$ cat src/rtl/jtframe_rom_arb_if.sv
// Bus bundle for jtframe_rom_arb: the four ROM slot ports on one side and
// the frame's single SDRAM read port on the other.
// master = the arbiter's view, slave = the surrounding game/frame logic.
interface jtframe_rom_arb_if #(
  parameter int AW = 22
);
  logic            downloading;
  logic [3:0]      slot_req;
  logic [4*AW-1:0] slot_addr;
  logic [3:0]      slot_ok;
  logic [127:0]    slot_dout;
  logic            sdram_req;
  logic [AW-1:0]   sdram_addr;
  logic            sdram_ack;
  logic            data_rdy;
  logic [31:0]     data_read;
  logic            refresh_en;

  modport master (
    input  downloading, slot_req, slot_addr, sdram_ack, data_rdy, data_read,
    output slot_ok, slot_dout, sdram_req, sdram_addr, refresh_en
  );

  modport slave (
    output downloading, slot_req, slot_addr, sdram_ack, data_rdy, data_read,
    input  slot_ok, slot_dout, sdram_req, sdram_addr, refresh_en
  );
endinterface

$ cat src/rtl/jtframe_rom_arb.sv
// Four-slot SDRAM read arbiter with a one-word cache per slot.
// Hits are served from the cache; misses are queued onto the single SDRAM
// read port, round-robin by default.
// Build option: define JTFRAME_ROM_ARB_PRIO_EN for fixed priority
// (slot 0 highest, slot 3 lowest; slot 3 may starve).
module jtframe_rom_arb #(
  parameter int            AW           = 22,
  parameter logic [AW-1:0] SLOT0_OFFSET = {AW{1'b0}},
  parameter logic [AW-1:0] SLOT1_OFFSET = {AW{1'b0}},
  parameter logic [AW-1:0] SLOT2_OFFSET = {AW{1'b0}},
  parameter logic [AW-1:0] SLOT3_OFFSET = {AW{1'b0}}
) (
  input  logic           clk,
  input  logic           rst,
  jtframe_rom_arb_if.master bus
);

  localparam logic [1:0] IDLE      = 2'd0;
  localparam logic [1:0] WAIT_ACK  = 2'd1;
  localparam logic [1:0] WAIT_DATA = 2'd2;

  logic [1:0]    state_r;
  logic [1:0]    sel_r;
  logic [AW-1:0] lat_addr_r;
  logic [AW-1:0] sdram_addr_r;
  logic          sdram_req_r;
  logic          refresh_en_r;
  logic          discard_r;
  logic [3:0]    valid_r;
  logic [127:0]  slot_dout_r;
  logic [AW-1:0] cached_addr_r [4];
`ifndef JTFRAME_ROM_ARB_PRIO_EN
  logic [1:0]    last_grant_r;
  logic [1:0]    idx_s;
`endif

  logic [3:0]    hit_s;
  logic [3:0]    pend_s;
  logic          grant_vld_s;
  logic [1:0]    grant_sel_s;
  logic [AW-1:0] grant_addr_s;
  logic          store_s;

  function automatic logic [AW-1:0] slot_offset(input logic [1:0] s);
    case (s)
      2'd0:    slot_offset = SLOT0_OFFSET;
      2'd1:    slot_offset = SLOT1_OFFSET;
      2'd2:    slot_offset = SLOT2_OFFSET;
      2'd3:    slot_offset = SLOT3_OFFSET;
      default: slot_offset = {AW{1'b0}};
    endcase
  endfunction

  // A slot hits when its cached word belongs to the address it shows now.
  always_comb begin
    hit_s = 4'b0000;
    for (int i = 0; i < 4; i++) begin
      hit_s[i] = valid_r[i] & (cached_addr_r[i] == bus.slot_addr[i*AW +: AW]);
    end
  end

  assign pend_s       = bus.slot_req & ~hit_s;
  assign grant_addr_s = bus.slot_addr[grant_sel_s*AW +: AW];
  assign store_s      = bus.data_rdy & ((state_r == WAIT_DATA) |
                                        ((state_r == WAIT_ACK) & bus.sdram_ack));

`ifdef JTFRAME_ROM_ARB_PRIO_EN
  // Fixed priority pick: the lowest-numbered pending slot wins.
  always_comb begin
    grant_vld_s = 1'b0;
    grant_sel_s = 2'd0;
    for (int k = 3; k >= 0; k--) begin
      if (pend_s[k]) begin
        grant_vld_s = 1'b1;
        grant_sel_s = 2'(k);
      end else begin
        grant_vld_s = grant_vld_s;
        grant_sel_s = grant_sel_s;
      end
    end
  end
`else
  // Round-robin pick: first pending slot after the last granted one.
  always_comb begin
    grant_vld_s = 1'b0;
    grant_sel_s = 2'd0;
    idx_s       = 2'd0;
    for (int k = 4; k >= 1; k--) begin
      idx_s = last_grant_r + 2'(k);
      if (pend_s[idx_s]) begin
        grant_vld_s = 1'b1;
        grant_sel_s = idx_s;
      end else begin
        grant_vld_s = grant_vld_s;
        grant_sel_s = grant_sel_s;
      end
    end
  end
`endif

  // Request sequencer: grant, wait for ack, wait for data.
  always_ff @(posedge clk or posedge rst) begin
    if (rst) begin
      state_r      <= IDLE;
      sel_r        <= 2'd0;
      lat_addr_r   <= {AW{1'b0}};
      sdram_addr_r <= {AW{1'b0}};
      sdram_req_r  <= 1'b0;
      refresh_en_r <= 1'b0;
      discard_r    <= 1'b0;
`ifndef JTFRAME_ROM_ARB_PRIO_EN
      last_grant_r <= 2'd3;
`endif
    end else begin
      refresh_en_r <= (state_r == IDLE) && (pend_s == 4'b0000);
      case (state_r)
        IDLE: begin
          if (grant_vld_s && !bus.downloading) begin
            sel_r        <= grant_sel_s;
            lat_addr_r   <= grant_addr_s;
            sdram_addr_r <= grant_addr_s + slot_offset(grant_sel_s);
            sdram_req_r  <= 1'b1;
            discard_r    <= 1'b0;
`ifndef JTFRAME_ROM_ARB_PRIO_EN
            last_grant_r <= grant_sel_s;
`endif
            state_r      <= WAIT_ACK;
          end
        end
        WAIT_ACK: begin
          if (bus.downloading) discard_r <= 1'b1;
          if (bus.sdram_ack) begin
            sdram_req_r <= 1'b0;
            // ack and data together: the access is already complete
            state_r     <= bus.data_rdy ? IDLE : WAIT_DATA;
          end
        end
        WAIT_DATA: begin
          if (bus.downloading) discard_r <= 1'b1;
          if (bus.data_rdy) state_r <= IDLE;
        end
        default: begin
          sdram_req_r <= 1'b0;
          state_r     <= IDLE;
        end
      endcase
    end
  end

  // Cache update: the word is always kept under the latched address, but only
  // marked valid when no download overlapped the access.
  always_ff @(posedge clk or posedge rst) begin
    if (rst) begin
      valid_r     <= 4'b0000;
      slot_dout_r <= 128'd0;
      for (int i = 0; i < 4; i++) cached_addr_r[i] <= {AW{1'b0}};
    end else begin
      if (store_s) begin
        slot_dout_r[sel_r*32 +: 32] <= bus.data_read;
        cached_addr_r[sel_r]        <= lat_addr_r;
        valid_r[sel_r]              <= ~discard_r;
      end
      if (bus.downloading) valid_r <= 4'b0000;
    end
  end

  assign bus.slot_ok    = hit_s;
  assign bus.slot_dout  = slot_dout_r;
  assign bus.sdram_req  = sdram_req_r;
  assign bus.sdram_addr = sdram_addr_r;
  assign bus.refresh_en = refresh_en_r;

endmodule

$ cat src/flat_wrapper.sv
// flat-port wrapper written by rule: the top's interface ports become plain ports
module jtframe_rom_arb_flat 
#(
  parameter int            AW           = 22,
  parameter logic [AW-1:0] SLOT0_OFFSET = {AW{1'b0}},
  parameter logic [AW-1:0] SLOT1_OFFSET = {AW{1'b0}},
  parameter logic [AW-1:0] SLOT2_OFFSET = {AW{1'b0}},
  parameter logic [AW-1:0] SLOT3_OFFSET = {AW{1'b0}}
)
  (clk, rst, bus_downloading, bus_slot_req, bus_slot_addr, bus_sdram_ack, bus_data_rdy, bus_data_read, bus_slot_ok, bus_slot_dout, bus_sdram_req, bus_sdram_addr, bus_refresh_en);
  jtframe_rom_arb_if #(.AW(AW)) bus_i ();
  input  logic clk;
  input  logic rst;
  input wire logic [$bits(bus_i.downloading)-1:0] bus_downloading;
  input wire logic [$bits(bus_i.slot_req)-1:0] bus_slot_req;
  input wire logic [$bits(bus_i.slot_addr)-1:0] bus_slot_addr;
  input wire logic [$bits(bus_i.sdram_ack)-1:0] bus_sdram_ack;
  input wire logic [$bits(bus_i.data_rdy)-1:0] bus_data_rdy;
  input wire logic [$bits(bus_i.data_read)-1:0] bus_data_read;
  output wire logic [$bits(bus_i.slot_ok)-1:0] bus_slot_ok;
  output wire logic [$bits(bus_i.slot_dout)-1:0] bus_slot_dout;
  output wire logic [$bits(bus_i.sdram_req)-1:0] bus_sdram_req;
  output wire logic [$bits(bus_i.sdram_addr)-1:0] bus_sdram_addr;
  output wire logic [$bits(bus_i.refresh_en)-1:0] bus_refresh_en;
  assign bus_i.downloading = bus_downloading;
  assign bus_i.slot_req = bus_slot_req;
  assign bus_i.slot_addr = bus_slot_addr;
  assign bus_i.sdram_ack = bus_sdram_ack;
  assign bus_i.data_rdy = bus_data_rdy;
  assign bus_i.data_read = bus_data_read;
  assign bus_slot_ok = bus_i.slot_ok;
  assign bus_slot_dout = bus_i.slot_dout;
  assign bus_sdram_req = bus_i.sdram_req;
  assign bus_sdram_addr = bus_i.sdram_addr;
  assign bus_refresh_en = bus_i.refresh_en;
  jtframe_rom_arb #(.AW(AW), .SLOT0_OFFSET(SLOT0_OFFSET), .SLOT1_OFFSET(SLOT1_OFFSET), .SLOT2_OFFSET(SLOT2_OFFSET), .SLOT3_OFFSET(SLOT3_OFFSET)) u_core (.clk(clk), .rst(rst), .bus(bus_i));
endmodule
$ cat config.mk
export PLATFORM = sky130hd
export DESIGN_NAME = jtframe_rom_arb_flat
export DESIGN_NICKNAME = d
export VERILOG_FILES = /design/src/rtl/jtframe_rom_arb_if.sv /design/src/rtl/jtframe_rom_arb.sv /design/src/flat_wrapper.sv
export SDC_FILE = /design/constraint.sdc
export NUM_CORES = 1
export LEC_CHECK = 0
export ABC_AREA = 1
export CAP_MARGIN = 15
export CORE_ASPECT_RATIO = 1.25
export CORE_MARGIN = 2
export CORE_UTILIZATION = 40
export DETAILED_ROUTE_END_ITERATION = 10
export PLACE_DENSITY = 0.71
export SLEW_MARGIN = 25
export SYNTH_ARGS = -nofsm -noshare
export SYNTH_HDL_FRONTEND = slang
export SYNTH_SLANG_ARGS = --single-unit
$ cat constraint.sdc
create_clock -name clk -period 13.3 [get_ports clk]
set_input_delay 1.995 -clock clk [delete_from_list [all_inputs] [get_ports clk]]
set_output_delay 1.995 -clock clk [all_outputs]
set_load 0.005 [all_outputs]
==> results of run 1 <==
## metal layers
metal | vias up | track usage, % | part of all wire [%]
met4 | 2 | 11.00 | 4.5
met1 | 5818 | 32.46 | 39
li1 | 5856 | - | -
met5 | - | 0 | 0.029
met3 | 88 | 6.528 | 9.3
met2 | 525 | 43.85 | 47
## power groups by stage
stage	Sequential, uW	Combinational [uW]	Clock (uW)
after floorplan	1250	1080	0
after global placement	1280	1840	0
after detailed placement	1290	1870	0
after CTS	1280	1880	801
after global routing	1320	2090	830
final	1290	1880	791
## cell type report
type | count | area (sq um) | share of cell area, %
clock buffers | 37 | 743.2 | 4.426
well taps | 412 | 515.5 | 3.070
diodes | 1 | 2.502 | 0.01490
multi-input cells | 1120 | 5214 | 31.05
clock inverters | 12 | 170.2 | 1.013
flip-flops and latches | 251 | 6284 | 37.42
inverters | 239 | 904.6 | 5.387
repair buffers | 299 | 2959 | 17.62
## registers in the layout, summed over array words and instances, names as in the netlist
name	cells
u_core.state_r	2
u_core.sel_r	2
u_core.valid_r	4
u_core.discard_r	1
u_core.bus.sdram_req	1
u_core.bus.refresh_en	1
u_core.last_grant_r	2
u_core.bus.sdram_addr	22
u_core.cached_addr_r	88
u_core.bus.slot_dout	128
## final timing paths
| kind | start | to | slack, ps | cells after the start |
|---|---|---|---|---|
| max | bus_slot_addr[42] | bus_slot_ok[1] | 7280 | 7 |
| min | u_core.discard_r$_DFFE_PP0P_ | u_core.valid_r[0]$_DFFE_PP0P_ | 460 | 1 |
| max reg2reg | u_core.cached_addr_r[64]$_DFFE_PP0P_ | u_core.bus.sdram_addr[15]$_DFFE_PP0P_ | 9820 | 18 |
| min reg2reg | u_core.discard_r$_DFFE_PP0P_ | u_core.valid_r[0]$_DFFE_PP0P_ | 460 | 1 |
| max in group asynchronous | rst | u_core.bus.slot_dout[34]$_DFFE_PP0P_ | 9870 | 3 |
| min in group asynchronous | rst | u_core.bus.slot_dout[24]$_DFFE_PP0P_ | 2000 | 2 |
## critical path: stages
cell	delay [ps]
clkdlybuf4s50_1	450
xnor2_1	590
nand3_1	150
nor2_1	140
nand3_1	130
inv_1	90
clkdlybuf4s50_1	490
## cells in the mapped netlist, drive strengths merged
| master | number |
|---|---|
| nand4 | 32 |
| dfstp | 2 |
| nand2 | 615 |
| xnor2 | 10 |
| clkbuf | 66 |
| xor2 | 1 |
| o21ai | 156 |
| a31oi | 2 |
| o41ai | 30 |
| dfrtp | 249 |
| a21oi | 4 |
| o211ai | 1 |
| o31ai | 31 |
| clkinv | 3 |
| nand3 | 162 |
| ha | 11 |
| nor2 | 65 |
| buf | 21 |
| inv | 236 |
## through the flow
stage / setup WS, ps / util (%) / instance area (sq um)
after floorplan: 4408 / - / 12740
after global placement: 7285 / 50.21 / 15870
after detailed placement: 7308 / 50.23 / 15870
after CTS: 7300 / 53.12 / 16790
after global routing: 7264 / 53.13 / 16790
final: 7280 / 53.14 / 16790
## logic make-up (layout without fill, tap and decap cells)
logic type	after synthesis	after routing	synth area share [%]
buf+inv	326	587	9.990
fa+ha+maj	11	11	1.081
flops	251	251	49.33
compound gates	224	224	10.33
simple gates	874	874	28.51
other cells	0	1	0
xor+xnor	11	11	0.7564
==> results.yml, run 1 <==
cells_and_area:
  layout.nets: 2078
  fin_cells: 2371
  syn_to_final_growth_pct: 31.84
  final_cell_mix: "597 x nand2_1, 284 x clkdlybuf4s50_1, 249 x dfrtp_1"
  n_fill_cell: 3000
  drive_above_1_share_pct: 4.545
  layout_commonest_cell: "nand2_1"
global_routing:
  gr-total-overflow: 0
  grt_usage_pct: 26.30
  grt_max_degree: 109
  antenna_found_initial: 2
  grt_pass1_wl_mm: 68.39
  grt_pass1_vias: 12150
cts:
  clk_pin_slew_ps: 60
  cts_made_buffers: 27
  clk_latency_ps: 540
  cts_tree: "yes"
  cts_resized: 0
  cts.root.buffer_cell: "clkbuf_16"
  cts_sinks: 251
  cts_buffer_depth: 3
  cts_max_level: 1
  ctsHoldBuffers: 0
  cts_setup_buffers: 0
drt:
  post_drt_wl_per_cell_microns: 18.59
  drc: 0
  drt_iter0_markers: 1046
  drt_first_pass_iters: 5
  vias_per_cell: 5.183
  vias: 12290
  ant_nets: 0
  wirelength_mm: 44.07
synth:
  yosysWarnings: 0
  synth_top_area_share_pct: 48.92
  synth_cells: 1697
  synth_nets: 1837
  synth_top_area_cell: "dfrtp_1"
  synth.yosys.seq_area_share_pct: 49.33
  synthTopCellsByArea: "dfrtp_1 49%, nand2_1 18%, inv_1 6.9%"
  synth-seq-cells: 251
  synth_area_sq_um: 12740
  synth_cell_types: 28
  syn_avg_cell_area_sq_um: 7.506
power_and_ir_drop:
  p_int_uw: 2256
  switchingPower_uw: 1705
  seq_power_share_pct: 32.5
  total_power_uw: 3961
  combPwrFrac_pct: 47.5
  switching_share_pct: 43.04
  pwr-share-clk_pct: 20.0
  vdd_ir_drop_max_v: 0.0002133
  leakage_uw: 0.008405
  power.density_nw_per_um2: 235.9
place:
  io_buffers: 284
  hpwl_mm: 30.99
  dp_cells: 2321
  gp_congestion: 0.8759
run:
  maxCapViolCount: 0
timing:
  hold_ws_ps: 465.0
  fin_worst_skew_ps: 7.975
  worst_pin_slew_ps: 1058
  post-route-period-util_pct: 45.26
  slew_violations: 0
  min_period_ps: 6020
  setup_viol: 0
  relSlewSlack_pct: 29.27
  tns_ps: 0
  finalHoldViolations: 0
  fmax_mhz: 166.1
  rsz0062_at_grt: "false"
floorplan:
  core-area_sq_um: 31600
  rows: 73
  ioPinCount: 285
  initial_core_util_pct: 40.30
  die-area_sq_um: 33300
  die_h_microns: 203.5
  die_w_microns: 163.6
setup_path:
  critPathArrivalTime_ps: 4020
  startpoint_type: "primary input"
  endpoint_kind: "output port"
  critPathKind: "in -> out"
  required_ps: 11310
  critPathMaxFanout: 3
status:
  outcome: "complete, no violations"
hold_path:
  hp-class: "reg -> reg"
Power figures use the tool's default switching activity.
==> inputs of run 2 (changes only) <==
PLACE_DENSITY = 0.73   (was 0.71)
clock period = 4.92 ns   (was 13.3 ns; I/O delays follow)
==> results.yml, run 2 (synthesized netlist as in run 1, its figures left out) <==
status:
  outcome: "complete, no violations"
drt:
  drt_first_pass_iters: 5
  wirelength_mm: 43.64
  drc: 0
  drt_iter0_markers: 817
  ant_nets: 0
  post_drt_wl_per_cell_microns: 18.40
  vias: 12240
  vias_per_cell: 5.163
setup_path:
  crit_family: "buffers and inverters"
  cp_slowest_cell: "clkdlybuf4s50_1"
  critPathMaxStageDelay_ps: 490
  required_ps: 4180
  cp_cell_sequence: "clkdlybuf4s50_1 > inv_1 > nand2_1 > nand2_1 > nor2_1 > nand2_1 > nor2_1 > nand3_2 > inv_1 > clkdlybuf4s50_1"
  cp_num_buf_inv: 4
  critPathArrivalTime_ps: 2740
  critPathKind: "in -> out"
  endpoint_kind: "output port"
  startpoint_type: "primary input"
  critPathMaxFanout: 4
  cp_common_cell: "nand2_1"
power_and_ir_drop:
  total_power_uw: 10430
  power.density_nw_per_um2: 622.0
  leakage_uw: 0.008401
  vdd_ir_drop_max_v: 0.0003695
cells_and_area:
  largest_reg_flops: 128
  final_cell_mix: "599 x nand2_1, 284 x clkdlybuf4s50_1, 249 x dfrtp_1"
  layout_commonest_cell: "nand2_1"
  syn_to_final_growth_pct: 31.60
  final_cell_area_sq_um: 16760
  layout.nets: 2082
  drive_above_1_share_pct: 4.597
cts:
  cts_max_level: 1
  clk_pin_slew_ps: 60
  clk_latency_ps: 540
  ctsHoldBuffers: 0
  cts_sinks: 251
  cts_tree: "yes"
  cts_buffer_depth: 3
  cts_setup_buffers: 0
  cts_made_buffers: 26
  cts_resized: 0
  cts.root.buffer_cell: "clkbuf_16"
place:
  io_buffers: 284
  pre_cts_slack_ps: 1090
  place_area_sq_um: 15930
  hpwl_mm: 31.80
  gp_congestion: 0.9196
timing:
  setup_viol: 0
  worst_pin_slew_ps: 969.8
  min_period_ps: 3476
  fin_worst_skew_ps: 8.694
  fmax_mhz: 287.7
  finalHoldViolations: 0
  relSlewSlack_pct: 35.12
  worst_slack_ps: 1444
  post-route-period-util_pct: 70.65
  slew_violations: 0
  rsz0062_at_grt: "false"
  tns_ps: 0
global_routing:
  grt_usage_pct: 26.07
  gr-total-overflow: 0
  grt_pass1_wl_mm: 67.32
  grt_pass1_vias: 12130
  antenna_found_initial: 2
  grt_max_degree: 115
floorplan:
  die-area_sq_um: 33300
  core-area_sq_um: 31600
  die_h_microns: 203.5
  die_w_microns: 163.6
  rows: 73
  ioPinCount: 285
  initial_core_util_pct: 40.30
run:
  maxCapViolCount: 0
hold_path:
  hp-class: "reg -> reg"
## run 2: per-layer routing
layer	vias to the layer above	part of all wire (%)	track usage [%]	wire, microns
met5	-	0.037	0	16
met4	2	5.2	12.69	2256
met3	108	8.0	5.166	3480
met2	520	47	43.67	20720
met1	5749	39	32.08	17170
li1	5862	-	-	-
## run 2: path summary, 6_finish.rpt
kind | slack, ps | depth (start not counted) | end | from
max in group asynchronous | 3070 | 3 | u_core.bus.slot_dout[99]$_DFFE_PP0P_ | rst
hold reg to reg | 440 | 1 | u_core.valid_r[0]$_DFFE_PP0P_ | u_core.discard_r$_DFFE_PP0P_
hold / removal | 440 | 1 | u_core.valid_r[0]$_DFFE_PP0P_ | u_core.discard_r$_DFFE_PP0P_
setup / recovery | 1440 | 10 | bus_slot_ok[2] | bus_slot_addr[56]
setup reg to reg | 1850 | 10 | u_core.bus.slot_dout[97]$_DFFE_PP0P_ | u_core.state_r[0]$_DFFE_PP0P_
min in group asynchronous | 750 | 2 | u_core.cached_addr_r[82]$_DFFE_PP0P_ | rst
## run 2: layout make-up
type / instances / area [sq um]
clock inverters: 5 / 52.55
diodes: 1 / 2.502
well taps: 412 / 515.5
repair buffers: 304 / 3018
fillers: 3059 / 14840
inverters: 239 / 900.9
clock buffers: 39 / 780.7
multi-input cells: 1120 / 5209
flip-flops and latches: 251 / 6284
## run 2: power by group
part           internal (uW)  total (uW)  switching, uW
combinational           1990        4940           2960
sequential              2880        3500            620
clock                   1140        1980            844
## run 2: stage by stage
step | utilization (%) | hold WS, ps | std cells
6_report | 53.04 | 442.9 | 2371
4_1_cts | 53.03 | 446.1 | 2370
5_1_grt | 53.04 | 470.0 | 2371
2_1_floorplan | - | 416.2 | 1697
3_3_place_gp | 50.38 | 429.5 | 2326
3_5_place_dp | 50.40 | 438.7 | 2326
